File: src/rtl/control_unit_pkg.sv
// Shared opcode, mux-select and FSM-state definitions for the control unit
// and its decode table.
package control_unit_pkg;

  localparam logic [2:0] HLT  = 3'd0;
  localparam logic [2:0] STO  = 3'd1;
  localparam logic [2:0] LD   = 3'd2;
  localparam logic [2:0] LDI  = 3'd3;
  localparam logic [2:0] ADD  = 3'd4;
  localparam logic [2:0] ADDI = 3'd5;
  localparam logic [2:0] SUB  = 3'd6;
  localparam logic [2:0] SUBI = 3'd7;

  localparam logic [1:0] SEL_MEM = 2'd0;
  localparam logic [1:0] SEL_IMM = 2'd1;
  localparam logic [1:0] SEL_ALU = 2'd2;

  typedef logic [1:0] stateT;
  localparam stateT RUN       = 2'd0;
  localparam stateT HALT_REQ  = 2'd1;
  localparam stateT HALT_WAIT = 2'd2;
  localparam stateT HALTED    = 2'd3;

  // One decoded instruction; upd* flags say which held selects get rewritten.
  typedef struct packed {
    logic       wrPC;
    logic       wrAcc;
    logic       wrRam;
    logic       rdRam;
    logic       updSelA;
    logic [1:0] selA;
    logic       updSelB;
    logic       selB;
    logic       updOp;
    logic       op;
    logic       isHalt;
    logic       isIllegal;
  } ctrlWordT;

endpackage

File: src/rtl/control_unit_instr_decode_lut.sv
// Purely combinational opcode-to-control lookup; any opcode with bits above
// the low three set is flagged illegal and drives nothing else.
module instr_decode_lut
  import control_unit_pkg::*;
#(
  parameter int OPCODE_W = 5
) (
  input  logic [OPCODE_W-1:0] opCode,
  output ctrlWordT            ctrl
);

  always_comb begin
    ctrl = '0;
    if (|opCode[OPCODE_W-1:3]) begin
      ctrl.isIllegal = 1'b1;
    end else begin
      case (opCode[2:0])
        HLT: ctrl.isHalt = 1'b1;
        STO: begin
          ctrl.wrPC  = 1'b1;
          ctrl.wrRam = 1'b1;
        end
        LD: begin
          ctrl.wrPC    = 1'b1;
          ctrl.rdRam   = 1'b1;
          ctrl.wrAcc   = 1'b1;
          ctrl.updSelA = 1'b1;
          ctrl.selA    = SEL_MEM;
        end
        LDI: begin
          ctrl.wrPC    = 1'b1;
          ctrl.wrAcc   = 1'b1;
          ctrl.updSelA = 1'b1;
          ctrl.selA    = SEL_IMM;
        end
        default: begin
          // ADD/ADDI/SUB/SUBI: bit0 picks immediate, bit1 clear means add.
          ctrl.wrPC    = 1'b1;
          ctrl.wrAcc   = 1'b1;
          ctrl.rdRam   = ~opCode[0];
          ctrl.updSelA = 1'b1;
          ctrl.selA    = SEL_ALU;
          ctrl.updSelB = 1'b1;
          ctrl.selB    = opCode[0];
          ctrl.updOp   = 1'b1;
          ctrl.op      = ~opCode[1];
        end
      endcase
    end
  end

endmodule

File: src/rtl/control_unit.sv
// Registered control unit: decodes accepted opcodes one cycle later and runs
// the halt / UART-report / resume state machine.
module control_unit
  import control_unit_pkg::*;
#(
  parameter int OPCODE_W     = 5,
  parameter bit UART_ON_HALT = 1'b1
) (
  input  logic                clk,
  input  logic                reset,
  input  logic                i_valid,
  input  logic [OPCODE_W-1:0] OpCode,
  input  logic                tx_done,
  input  logic                resume,
  output logic                WrPC,
  output logic                WrAcc,
  output logic                WrRam,
  output logic                RdRam,
  output logic [1:0]          SelA,
  output logic                SelB,
  output logic                Op,
  output logic                wr_uart,
  output logic                halted,
  output logic                illegal
);

  if (OPCODE_W < 4) begin : gBadWidth
    $error("control_unit: OPCODE_W must be at least 4");
  end

  stateT    stateReg;
  stateT    stateNext;
  ctrlWordT dec;
  logic     accept;

  instr_decode_lut #(.OPCODE_W(OPCODE_W)) uDecode (
    .opCode (OpCode),
    .ctrl   (dec)
  );

  assign accept = i_valid && (stateReg == RUN);

  always_comb begin
    stateNext = stateReg;
    case (stateReg)
      RUN:       if (accept && dec.isHalt) stateNext = UART_ON_HALT ? HALT_REQ : HALTED;
      HALT_REQ:  stateNext = HALT_WAIT;
      HALT_WAIT: if (tx_done) stateNext = HALTED;
      HALTED:    if (resume) stateNext = RUN;
      default:   stateNext = RUN;
    endcase
  end

  // wr_uart and halted are derived from the next state so they line up with
  // the state register rather than lagging it by a cycle.
  always_ff @(posedge clk) begin
    if (reset) begin
      stateReg <= RUN;
      WrPC     <= 1'b0;
      WrAcc    <= 1'b0;
      WrRam    <= 1'b0;
      RdRam    <= 1'b0;
      SelA     <= SEL_MEM;
      SelB     <= 1'b0;
      Op       <= 1'b0;
      wr_uart  <= 1'b0;
      halted   <= 1'b0;
      illegal  <= 1'b0;
    end else begin
      stateReg <= stateNext;
      WrPC     <= accept && dec.wrPC;
      WrAcc    <= accept && dec.wrAcc;
      WrRam    <= accept && dec.wrRam;
      RdRam    <= accept && dec.rdRam;
      if (accept && dec.updSelA) SelA <= dec.selA;
      if (accept && dec.updSelB) SelB <= dec.selB;
      if (accept && dec.updOp)   Op   <= dec.op;
      wr_uart  <= (stateNext == HALT_REQ);
      halted   <= (stateNext != RUN);
      illegal  <= illegal || (accept && dec.isIllegal);
    end
  end

endmodule
File: config.mk
export PLATFORM = sky130hd
export DESIGN_NAME = control_unit
export DESIGN_NICKNAME = d
export VERILOG_FILES = /design/src/rtl/control_unit_pkg.sv /design/src/rtl/control_unit_instr_decode_lut.sv /design/src/rtl/control_unit.sv
export SDC_FILE = /design/constraint.sdc
export NUM_CORES = 1
export LEC_CHECK = 0
export ABC_AREA = 0
export CORE_UTILIZATION = 30
export DETAILED_ROUTE_END_ITERATION = 10
export GPL_ROUTABILITY_DRIVEN = 0
export GPL_TIMING_DRIVEN = 1
export MAX_ROUTING_LAYER = met4
export SYNTH_ARGS = -nofsm -noshare
export SYNTH_HDL_FRONTEND = slang
export SYNTH_SLANG_ARGS = --single-unit
File: constraint.sdc
create_clock -name clk -period 1.6 [get_ports clk]
set_input_delay 0.16 -clock clk [delete_from_list [all_inputs] [get_ports clk]]
set_output_delay 0.16 -clock clk [all_outputs]
set_load 0.01 [all_outputs]
# Word-level counts from Yosys, hierarchy flattened
# Cells that the tools add are included.
# op_classes
eq_ne	7
bitwise_logic	2
n_mux	13
reduce_logical	18
# op_table
cell	n
two-way mux 12 bit	1
logical AND 1 bit	10
case mux 3 bit (3 select lines)	1
case mux 2 bit (4 select lines)	1
== test 3 x 2 -> 1 bit, second input constant	2
two-way mux 2 bit	3
two-way mux 1 bit	5
== test 2 x 1 -> 1 bit, second input constant	2
== test 2 bit, second input constant	2
two-way mux 4 bit	1
OR reduction 2 bit	2
OR reduction 4 bit	1
== test 3 x 1 -> 1 bit, second input constant	1
logical NOT 3 bit	1
OR reduction 3 bit	1
logical NOT 2 bit	1
inverter 1 bit	2
case mux 1 bit (2 select lines)	1
nonzero test 2 bit	1
logical OR 1 bit	1
# totals
inputBits	10
reg_bits	13
output_inout_bits	11
wordCells	51

# Logic depth before layout (Yosys ltp)
# Gate-level depths: netlist (run 1).
# depth
depth_word	8
mapped_depth	3
mapped_depth_nobuf	3

# Hierarchy
# A second synthesis (run 1) with hierarchy kept.
# hier_totals
hier_cells	61
hier_area_um2	599.3
# modules_own_cells
module	seq_area_each_um2	cells_per_inst	area_each_um2	n_inst
control_unit	260.2	45	480.5	1
instr_decode_lut	0.0	16	118.9	1

# Least setup slack after synthesis (run 1)
# OpenSTA, ideal clock, no wires.
# synth_path
path_type	reg2reg
start	register stateReg[1]
end	register SelA[0]
arrival_time_ns	1.057
n_path_buf	0
required_ns	1.468
setup_slack_ns	0.410
setup_time_ns	0.132
synth_period_minus_slack_ns	1.190
stages_incl_launch_ff	4
cell_sequence	dfxtp_1 > or3b_1 > o41ai_2 > a21oi_1
# synth_between
elab_chain_len	3
# synth_lines
item	line	rtl
start, declared	control_unit.sv:31	stateT stateReg;
start signal, assigned	control_unit.sv:70	stateReg <= stateNext;
logical NOT 2 bit	control_unit.sv:41	assign accept = i_valid && (stateReg == RUN);
logical AND 1 bit	control_unit.sv:41	
logical AND 1 bit	control_unit.sv:75	if (accept && dec.updSelA) SelA <= dec.selA;
end signal, assigned	control_unit.sv:75	
end, declared	control_unit.sv:19	output logic [1:0] SelA,
# Every way passes these cells.
# A chain may end at the register's enable or synchronous reset.

# Final worst setup path (run 1)
# layout_path
start	register SelA[0]
end	output SelA[0]
# No word-level cell between the ends.

==> results.json, run 1 <==
{
  "run_status": "finished clean",
  "io-pin-count": 21,
  "dp_hpwl_um": 740.7,
  "synth_warn": 0,
  "diodes": 0,
  "initial_core_util": 0.3255,
  "netlist.area_leader.share": 0.5187,
  "final.min_clock_period_ps": 1347,
  "post_cts_setup_buffers": 0,
  "synth-seq-cells": 13,
  "grt_util_all_layers": 0.1372,
  "timing.hold.worst.class": "register to register",
  "share_clk_of_total_power": 0.320,
  "intPower_uw": 473.1,
  "tritoncts": "built",
  "critPathKind": "register to primary output",
  "cts-resized-gates": 0,
  "finalNetCount": 86,
  "tritoncts.num_buffers": 3,
  "yosysSeqAreaShare": 0.5187,
  "worst_pin_slew_ps": 428.0,
  "yosys-top-cells-count": "sky130_fd_sc_hd__dfxtp_1, sky130_fd_sc_hd__a21oi_1, sky130_fd_sc_hd__nor3_1",
  "drt.antenna.violating_nets": 0,
  "placement.cell_area_um2": 725.7,
  "global_route_congestion_overflow_total": 0,
  "buffers_inverters_on_critical_path": 1,
  "worst_skew_pair.late_latency_ps": 270,
  "crit_slowest_cell": "sky130_fd_sc_hd__clkdlybuf4s50_1",
  "port_buffers": 20,
  "maxCapViolCount": 0,
  "synthDistinctLibCells": 22,
  "clock_path_buffers": 2,
  "fp.dieH_um": 42.90,
  "seqPwrFrac": 0.551,
  "dr.first_iter.drc_count": 6,
  "die_width_um": 42.90,
  "power_per_cell_area_nw_per_um2": 806.9,
  "worstSetupEndpointType": "primary output",
  "avgSynthCellArea_um2": 9.838,
  "unrepaired_setup_endpoints_after_global_routing": "false",
  "synthMostInstantiatedCell": "sky130_fd_sc_hd__dfxtp_1",
  "report.final.hold_viol_count": 0,
  "grt_pass1_wl_mm": 1.662,
  "crit_chain": "clkdlybuf4s50_1",
  "critical_path.startpoint_type": "register",
  "drt-vias-per-instance": 4.901,
  "core.rowCount": 14,
  "syn_inst": 51,
  "yosys_most_used_dff": "sky130_fd_sc_hd__dfxtp_1",
  "post-synth-top-area-cell": "sky130_fd_sc_hd__dfxtp_1",
  "die_area_um2": 1840,
  "fmax_mhz": 742.3,
  "grt_antenna_before_repair": 0,
  "wirelength_um": 969,
  "first_global_vias": 382,
  "final_min_period_over_clock_period": 0.8420,
  "wl_per_cell_um": 10.65,
  "floorplan.core_area_um2": 1541,
  "cellLeakagePower_uw": 0.0002655,
  "netSwitchingFraction": 0.2203,
  "route.detailed.drc": 0,
  "setup_ws_pre_cts_ps": 48.82,
  "finish.instance_area_um2": 752.0,
  "synth.cell_area_um2": 501.7,
  "ir_drop_v": 0.0004692,
  "ys_async_sr_fraction": 0,
  "final.setup_skew_ps": 1.483,
  "cp_max_fo": 2,
  "worst_slew_margin_rel": 0.7138,
  "synth_top_cells_by_area": "sky130_fd_sc_hd__dfxtp_1, sky130_fd_sc_hd__a21oi_1, sky130_fd_sc_hd__nor3_1",
  "h_tree_depth_reported_by_cts": 1,
  "totalNegativeSetupSlack_ps": 0,
  "slowest_stage_delay_on_critical_path_ps": 550,
  "clock_sink_count": 13,
  "flow.area_growth_from_synthesis_pct": 49.88,
  "timing.final.setup_violations": 0,
  "hold_buffer_count_at_cts": 0,
  "worstPathRequired_ps": 1440,
  "clock-root-buffer": "sky130_fd_sc_hd__clkbuf_4",
  "crit_arrival_ps": 1190,
  "setup_ws_ps": 252.8,
  "detail_route.first_pass.iterations": 4,
  "final_core_util": 0.4878,
  "vias": 446,
  "switchingPower_uw": 133.7,
  "worst_path_top_cell_family_by_delay": "buffers and inverters",
  "layout-drive-gt1-share": 0.1067,
  "number_of_synthesized_flops_with_an_enable_pin": 0,
  "grt_start_max_net_pins": 15,
  "maxSlewViolCount": 0,
  "mapped_nets": 61,
  "share_comb_of_total_power": 0.130,
  "worst_setup_hold_path_clk_slew_ps": 70
}
==> metrics by stage <==
stage,power (uW),std cells,hold slack (ps)
3_3_place_gp,420.3,87,434.7
3_5_place_dp,421.2,87,445.3
5_1_grt,642.9,91,470.3
2_1_floorplan,372.8,51,238.5
6_report,606.8,91,450.9
4_1_cts,619.9,91,457.2
==> layer usage <==
| layer | vias to the layer above | GRT usage | wire, um |
|---|---|---|---|
| met1 | 197 | 0.1619 | 470 |
| met5 | - | - | 0 |
| met4 | 0 | 0.09375 | 15 |
| li1 | 232 | - | - |
| met3 | 2 | 0.07660 | 66 |
| met2 | 15 | 0.1727 | 417 |
==> final timing paths <==
check,slack [ps],end,start,cells past startpoint
min,450,illegal$_SDFF_PP0_,illegal$_SDFF_PP0_,2
max,250,SelA[0],SelA[0]$_SDFFE_PP0P_,1
min reg2reg,450,illegal$_SDFF_PP0_,illegal$_SDFF_PP0_,2
max reg2reg,310,SelA[0]$_SDFFE_PP0P_,stateReg[1]$_SDFF_PP0_,3
==> power groups by stage <==
stage	Combinational, uW	Clock [uW]	Sequential [uW]
2_1_floorplan	27.6	0	345
3_3_place_gp	78.7	0	342
3_5_place_dp	79.3	0	342
4_1_cts	79.5	206	334
5_1_grt	85.8	222	335
6_report	78.7	194	334
==> cell type report <==
class | count | area, um2
fillers | 159 | 789.5
inverters | 2 | 7.507
flip-flops and latches | 13 | 260.3
repair buffers | 21 | 207.7
multi-input cells | 35 | 230.2
clock buffers | 4 | 26.28
well taps | 16 | 20.02
==> tightest hold or removal path: cells and delay by family (launching register included) <==
| kind | cells | cell delay, ps |
|---|---|---|
| buffers and inverters | 1 | 50 |
| flip-flops | 1 | 310 |
| AO/OA/AOI/OAI | 1 | 50 |
==> state kept, by name, summed over array words and instances, names as in the netlist <==
name,count
WrAcc,1
RdRam,1
SelB,1
Op,1
SelA,2
WrPC,1
WrRam,1
stateReg,2
wr_uart,1
illegal,1
halted,1
==> placed cells by master, fill, tap and decap left out <==
master,n
sky130_fd_sc_hd__a211oi_1,1
sky130_fd_sc_hd__a21oi_1,4
sky130_fd_sc_hd__a31oi_1,2
sky130_fd_sc_hd__and3_1,1
sky130_fd_sc_hd__and4bb_2,1
sky130_fd_sc_hd__buf_4,1
sky130_fd_sc_hd__clkbuf_1,1
sky130_fd_sc_hd__clkbuf_4,3
sky130_fd_sc_hd__clkdlybuf4s50_1,20
sky130_fd_sc_hd__dfxtp_1,13
sky130_fd_sc_hd__inv_1,2
sky130_fd_sc_hd__mux2i_1,1
sky130_fd_sc_hd__nand2_1,2
sky130_fd_sc_hd__nand2b_1,2
sky130_fd_sc_hd__nand3_1,2
sky130_fd_sc_hd__nand4_1,1
sky130_fd_sc_hd__nor2_1,3
sky130_fd_sc_hd__nor2b_1,3
sky130_fd_sc_hd__nor3_1,4
sky130_fd_sc_hd__nor3b_4,1
sky130_fd_sc_hd__nor4_1,1
sky130_fd_sc_hd__o21ai_0,3
sky130_fd_sc_hd__o21ba_2,1
sky130_fd_sc_hd__o41ai_2,1
sky130_fd_sc_hd__or3b_1,1
==> cell families after synthesis <==
logic type,after synthesis,share of synthesized area
AND/OR/NAND/NOR,22,0.2768
flip-flops,13,0.5187
AO/OA/AOI/OAI,12,0.1621
buffers and inverters,3,0.02244
multiplexers,1,0.01995
Note: power is estimated with default switching activity, not from simulation.
==> run 2: changes to the inputs <==
==> constraint.sdc (replaced) <==
create_clock -name clk -period 1.2 [get_ports clk]
set_input_delay 0.12 -clock clk [delete_from_list [all_inputs] [get_ports clk]]
set_output_delay 0.12 -clock clk [all_outputs]
set_load 0.01 [all_outputs]
==> run 2 against run 1 <==
Non-clock buffer count increased by 13. Largest power group unchanged. The flow now finishes with violations (setup timing). Critical path type is now register to register. Clock-buffer cell count decreased by 1. Highest routed layer unchanged. Final cell count increased by 14%.
==> results.json, run 2 (synthesis gave the netlist of run 1 again) <==
{
  "final.setup_skew_ps": 5.828,
  "ir_drop_v": 0.0004393,
  "floorplan.core_area_um2": 1541,
  "drt.antenna.violating_nets": 0,
  "run_status": "finished, violations left",
  "grt_pass1_wl_mm": 1.932,
  "buffers_inverters_on_critical_path": 1,
  "finalNetCount": 99,
  "layout-drive-gt1-share": 0.2955,
  "first_global_vias": 470,
  "report.final.hold_viol_count": 0,
  "setup_ws_ps": -0.05995,
  "hold_start": "illegal$_SDFF_PP0_",
  "initial_core_util": 0.3255,
  "detail_route.first_pass.iterations": 4,
  "critical_path.startpoint_type": "register",
  "most-common-layout-cells": "sky130_fd_sc_hd__buf_4, sky130_fd_sc_hd__dfxtp_1, sky130_fd_sc_hd__dlygate4sd2_1",
  "cp_max_fo": 6,
  "power_per_cell_area_nw_per_um2": 1003,
  "seq_area_um2": 261.5,
  "switchingPower_uw": 208.3,
  "tritoncts.num_buffers": 3,
  "slowest_stage_delay_on_critical_path_ps": 350,
  "setup_ws_pre_cts_ps": -256.8,
  "die_width_um": 42.90,
  "vias": 498,
  "core.rowCount": 14,
  "intPower_uw": 642.9,
  "crit_chain": "nor3b_4 > buf_4 > a31oi_1 > o21ba_2",
  "crit_arrival_ps": 1380,
  "timing.hold.worst.class": "register to register",
  "worst_skew_pair.late_latency_ps": 280,
  "worst_pin_slew_ps": 336.5,
  "worst-r2r-cell-count": 4,
  "dr.first_iter.drc_count": 6,
  "placement.cell_area_um2": 815.8,
  "worst_path_top_cell_family_by_delay": "flip-flops",
  "violated_checks": "setup timing",
  "reg_top3": "SelA (2), stateReg (2)",
  "drt-vias-per-instance": 4.788,
  "total_placed_cells_including_tap_cells": 99,
  "port_buffers": 20,
  "final.min_clock_period_ps": 1200,
  "io-pin-count": 21,
  "critical_path.reg2reg.endpoint": "SelA[1]$_SDFFE_PP0P_",
  "final_cell_count_no_fill": 104,
  "commonest_non_fill_non_tap_cell_in_the_layout": "sky130_fd_sc_hd__buf_4",
  "clock_sink_count": 13,
  "worstPathRequired_ps": 1380,
  "diodes": 0,
  "grt_antenna_before_repair": 0,
  "grt_util_all_layers": 0.1480,
  "filler_cell_count": 159,
  "final_min_period_over_clock_period": 1.000,
  "worstSetupEndpointType": "register",
  "use_met1": 0.1749,
  "fmax_mhz": 833.3,
  "grt.met2_usage": 0.2212,
  "ff2ff_setup_slack_ps": -0.06,
  "unrepaired_setup_endpoints_after_global_routing": "true",
  "maxCapViolCount": 0,
  "worst_hold_path.num_cells": 2,
  "hold_buffer_count_at_cts": 0,
  "timing.final.setup_violations": 1,
  "multiInputGateArea_um2": 240.2,
  "maxSlewViolCount": 0,
  "share_comb_of_total_power": 0.153,
  "crit_slowest_cell": "sky130_fd_sc_hd__dfxtp_1",
  "grt_start_max_net_pins": 11,
  "cellLeakagePower_uw": 0.0003818,
  "worst_setup_hold_path_clk_slew_ps": 90,
  "route.detailed.drc": 0,
  "share_clk_of_total_power": 0.324,
  "global_route_congestion_overflow_total": 0,
  "finish.instance_area_um2": 848.3,
  "clock-root-buffer": "sky130_fd_sc_hd__clkbuf_4",
  "wirelength_mm": 1.120,
  "die_area_um2": 1840,
  "worst_slew_margin_rel": 0.7733,
  "grt_most_used_layer": "met2",
  "dp_hpwl_um": 824.1,
  "seqPwrFrac": 0.523,
  "wl_per_cell_um": 10.77,
  "critPathKind": "register to register",
  "clock_path_buffers": 2,
  "timing.critical_path.depth": 4,
  "netSwitchingFraction": 0.2447,
  "tritoncts": "built",
  "timing.rr.start": "stateReg[0]$_SDFF_PP0_",
  "flow.area_growth_from_synthesis_pct": 69.08,
  "endpoint_worst_hold": "illegal$_SDFF_PP0_",
  "fp.dieH_um": 42.90,
  "h_tree_depth_reported_by_cts": 1,
  "met3_resource_use_gr": 0.03830
}
[run 2: final cells by class]
type                       count  share of cell area
clock buffer                   3             0.02655
timing repair buffer          34              0.3437
inverter                       2            0.008850
tap                           16             0.02360
multi-input combinational     35              0.2832
sequential                    13              0.3083
clock inverter                 1            0.005900
[run 2: power by group through the flow]
stage | combinational [uW] | sequential (uW) | clock, uW
after detailed placement | 130 | 456 | 0
after CTS | 125 | 445 | 289
after floorplan | 36.9 | 460 | 0
after global routing | 142 | 447 | 303
final | 131 | 445 | 276
after global placement | 130 | 455 | 0
[run 2: per-layer routing]
metal	wire length (um)	part of all wire
met5	0	0
met4	9	0.0080
met3	60	0.054
met2	514	0.46
met1	536	0.48
[run 2: worst register-to-register path: stages (launching register included)]
cell	delay [ps]
sky130_fd_sc_hd__dfxtp_1	350
sky130_fd_sc_hd__nor3b_4	320
sky130_fd_sc_hd__buf_4	170
sky130_fd_sc_hd__a31oi_1	80
sky130_fd_sc_hd__o21ba_2	190
[run 2: through the flow]
step / hold WS [ps] / setup TNS [ps] / power (uW) / utilization
5_1_grt: 457.9 / -269.6 / 891.6 / 0.5503
3_3_place_gp: 431.5 / -1838 / 585.1 / 0.5292
3_5_place_dp: 435.2 / -1904 / 585.7 / 0.5292
6_report: 440.9 / -0.05995 / 851.2 / 0.5503
2_1_floorplan: 198.5 / 0 / 497.1 / -
4_1_cts: 445.8 / -0.8489 / 859.4 / 0.5390
[run 2: timing repair]
action	in CTS	in global routing
gates cloned	0	0
pin swaps	0	2
gates resized for setup	12	3
setup endpoints to repair	12	8
buffers inserted	0	1
[run 2: worst max-delay path by stage]
| stage | startpoint | to |
|---|---|---|
| after global placement | i_valid | SelA[0]$_SDFFE_PP0P_ |
| after CTS | stateReg[1]$_SDFF_PP0_ | SelA[0]$_SDFFE_PP0P_ |
| after floorplan | stateReg[1]$_SDFF_PP0_ | SelA[0]$_SDFFE_PP0P_ |
| final | stateReg[0]$_SDFF_PP0_ | SelA[1]$_SDFFE_PP0P_ |
| after detailed placement | i_valid | SelA[0]$_SDFFE_PP0P_ |
| after global routing | stateReg[1]$_SDFF_PP0_ | SelA[0]$_SDFFE_PP0P_ |
==> run 3: changes to the inputs <==
--- a/config.mk
+++ b/config.mk
@@ -11,6 +11,7 @@
 export GPL_ROUTABILITY_DRIVEN = 0
 export GPL_TIMING_DRIVEN = 1
 export MAX_ROUTING_LAYER = met4
+export SKIP_LAST_GASP = 1
 export SYNTH_ARGS = -nofsm -noshare
 export SYNTH_HDL_FRONTEND = slang
 export SYNTH_SLANG_ARGS = --single-unit
==> run 3 against run 2 <==
The flow still finishes with violations (setup timing). Combinational power hardly changed. Sequential share of layout area is 0.091 points higher. Highest routed layer unchanged. Non-clock buffer count stayed put. Power is 0.16% higher. Final cell count stayed put. First-iteration DRC count is 17% lower.
==> results.json, run 3 (synthesis gave the netlist of run 1 again) <==
{
  "run_status": "finished, violations left",
  "violated_checks": "setup timing",
  "ff2ff_setup_slack_ps": -2,
  "final.min_clock_period_ps": 1202,
  "detail_route_met2_wl_um": 503,
  "setup_ws_ps": -1.582,
  "layout-drive-gt1-share": 0.2841,
  "timing.final.setup_violations": 1,
  "worst_skew_pair.late_latency_ps": 280,
  "core.rowCount": 14,
  "commonest_non_fill_non_tap_cell_in_the_layout": "sky130_fd_sc_hd__buf_4",
  "first_global_vias": 470,
  "maxCapViolCount": 0,
  "grt_antenna_before_repair": 0,
  "crit_arrival_ps": 1380,
  "critical_path.startpoint_type": "register",
  "power_per_cell_area_nw_per_um2": 1008,
  "grt_pass1_wl_mm": 1.932,
  "wirelength_mm": 1.099,
  "final_core_util": 0.5487,
  "intPower_uw": 642.6,
  "fp.dieH_um": 42.90,
  "most-common-layout-cells": "sky130_fd_sc_hd__buf_4, sky130_fd_sc_hd__dfxtp_1, sky130_fd_sc_hd__dlygate4sd2_1",
  "worstPathRequired_ps": 1380,
  "finalNetCount": 99,
  "dr.first_iter.drc_count": 5,
  "die_width_um": 42.90,
  "cp_max_fo": 6,
  "detail_route.first_pass.iterations": 4,
  "buffers_inverters_on_critical_path": 1,
  "drt.antenna.violating_nets": 0,
  "unrepaired_setup_endpoints_after_global_routing": "true",
  "clock_path_buffers": 2,
  "die_area_um2": 1840,
  "crit_slowest_cell": "sky130_fd_sc_hd__dfxtp_1",
  "floorplan.core_area_um2": 1541,
  "critPathKind": "register to register",
  "seqPwrFrac": 0.522,
  "diodes": 0,
  "final_cell_count_no_fill": 104,
  "switchingPower_uw": 210.0,
  "maxSlewViolCount": 0,
  "reg_top3": "SelA (2), stateReg (2)",
  "timing.hold.worst.class": "register to register",
  "highest-signal-layer": "met4",
  "share_clk_of_total_power": 0.327,
  "worst_path_top_cell_family_by_delay": "flip-flops",
  "worst_setup_hold_path_clk_slew_ps": 90,
  "tritoncts.num_buffers": 3,
  "initial_core_util": 0.3255,
  "grt_start_max_net_pins": 11,
  "fmax_mhz": 832.2,
  "timing.rr.start": "stateReg[0]$_SDFF_PP0_",
  "cellLeakagePower_uw": 0.0003818,
  "clock-root-buffer": "sky130_fd_sc_hd__clkbuf_4",
  "ir_drop_v": 0.0004373,
  "grt_util_all_layers": 0.1480,
  "total_placed_cells_including_tap_cells": 99,
  "netSwitchingFraction": 0.2464,
  "slowest_stage_delay_on_critical_path_ps": 350,
  "flow.area_growth_from_synthesis_pct": 68.58,
  "io-pin-count": 21,
  "final_min_period_over_clock_period": 1.001,
  "clock_sink_count": 13,
  "report.final.hold_viol_count": 0,
  "worst_hold_path.num_cells": 2,
  "drt-vias-per-instance": 4.692,
  "met3_length_um": 60,
  "share_comb_of_total_power": 0.151,
  "crit_chain": "nor3b_4 > buf_4 > a31oi_1 > o21ba_2",
  "endpoint_worst_hold": "illegal$_SDFF_PP0_",
  "final.setup_skew_ps": 4.986,
  "worst_slew_margin_rel": 0.7538,
  "dp_hpwl_um": 824.1,
  "worst-r2r-cell-count": 4,
  "h_tree_depth_reported_by_cts": 1,
  "worst_pin_slew_ps": 367.9,
  "critical_path.reg2reg.endpoint": "SelA[1]$_SDFFE_PP0P_",
  "vias": 488,
  "route.detailed.drc": 0,
  "wl_met1_um": 526,
  "tritoncts": "built",
  "global_route_congestion_overflow_total": 0,
  "filler_cell_count": 161,
  "worstSetupEndpointType": "register",
  "wl_per_cell_um": 10.57,
  "port_buffers": 20,
  "hold_start": "illegal$_SDFF_PP0_"
}
## run 3: cell counts in the layout (fill, tap and decap cells not counted)
No cell type changed its count.
## run 3: worst register-to-register path: cells and delay by family (launching register included)
| kind | cells | cell delay [ps] |
|---|---|---|
| and+or+nand+nor | 1 | 320 |
| buffers and inverters | 1 | 170 |
| AOI/OAI and AO/OA | 2 | 270 |
| DFF | 1 | 350 |
## run 3: routing by layer
metal | up-vias | track usage
met2 | 13 | 0.2212
met4 | 0 | 0.09375
met5 | - | -
met1 | 213 | 0.1749
met3 | 2 | 0.03830
li1 | 260 | -
## run 3: per-stage QoR
step           instance area, um2  total power (uW)  worst slack [ps]  hold slack, ps  setup TNS, ps
2_1_floorplan               501.7             497.1             10.34           198.5              0
3_3_place_gp                815.8             585.1            -232.5           431.5          -1838
3_5_place_dp                815.8             585.7            -256.8           435.2          -1904
4_1_cts                     830.8             859.4           -0.8489           445.8        -0.8489
5_1_grt                     845.8             890.4            -66.02           457.9         -306.3
6_report                    845.8             852.6            -1.582           440.3         -1.582
## run 3: power by group through the flow
| stage | Clock, uW | Sequential, uW | Combinational [uW] |
|---|---|---|---|
| after floorplan | 0 | 460 | 36.9 |
| after global placement | 0 | 455 | 130 |
| after detailed placement | 0 | 456 | 130 |
| after CTS | 289 | 445 | 125 |
| after global routing | 303 | 447 | 141 |
| final | 279 | 445 | 129 |
## run 3: area by class of cell
| cell class | count | area [um2] | share of cell area |
|---|---|---|---|
| Timing Repair Buffer | 34 | 291.5 | 0.3447 |
| Sequential cell | 13 | 261.5 | 0.3092 |
| Multi-Input combinational cell | 35 | 237.7 | 0.2811 |
| Clock buffer | 3 | 22.52 | 0.02663 |
| Tap cell | 16 | 20.02 | 0.02367 |
| Inverter | 2 | 7.507 | 0.008876 |
| Clock inverter | 1 | 5.005 | 0.005917 |
## run 3: worst max path at each step
stage / from / end / slack [ps] / cells past startpoint
3_5_place_dp: i_valid / SelA[0]$_SDFFE_PP0P_ / -260 / 4
5_1_grt: stateReg[1]$_SDFF_PP0_ / SelA[0]$_SDFFE_PP0P_ / -70 / 3
6_report: stateReg[0]$_SDFF_PP0_ / SelA[1]$_SDFFE_PP0P_ / -2 / 4
3_3_place_gp: i_valid / SelA[0]$_SDFFE_PP0P_ / -230 / 4
4_1_cts: stateReg[1]$_SDFF_PP0_ / SelA[0]$_SDFFE_PP0P_ / -0.8 / 3
2_1_floorplan: stateReg[1]$_SDFF_PP0_ / SelA[0]$_SDFFE_PP0P_ / 10 / 3
## run 3: timing repair
item / 4_1_cts / 5_1_grt
pin swaps: 0 / 2
cloned: 0 / 0
resized for setup: 12 / 2
hold buffers: 0 / 0
endpoints found under the setup margin: 12 / 8
buffers inserted: 0 / 1
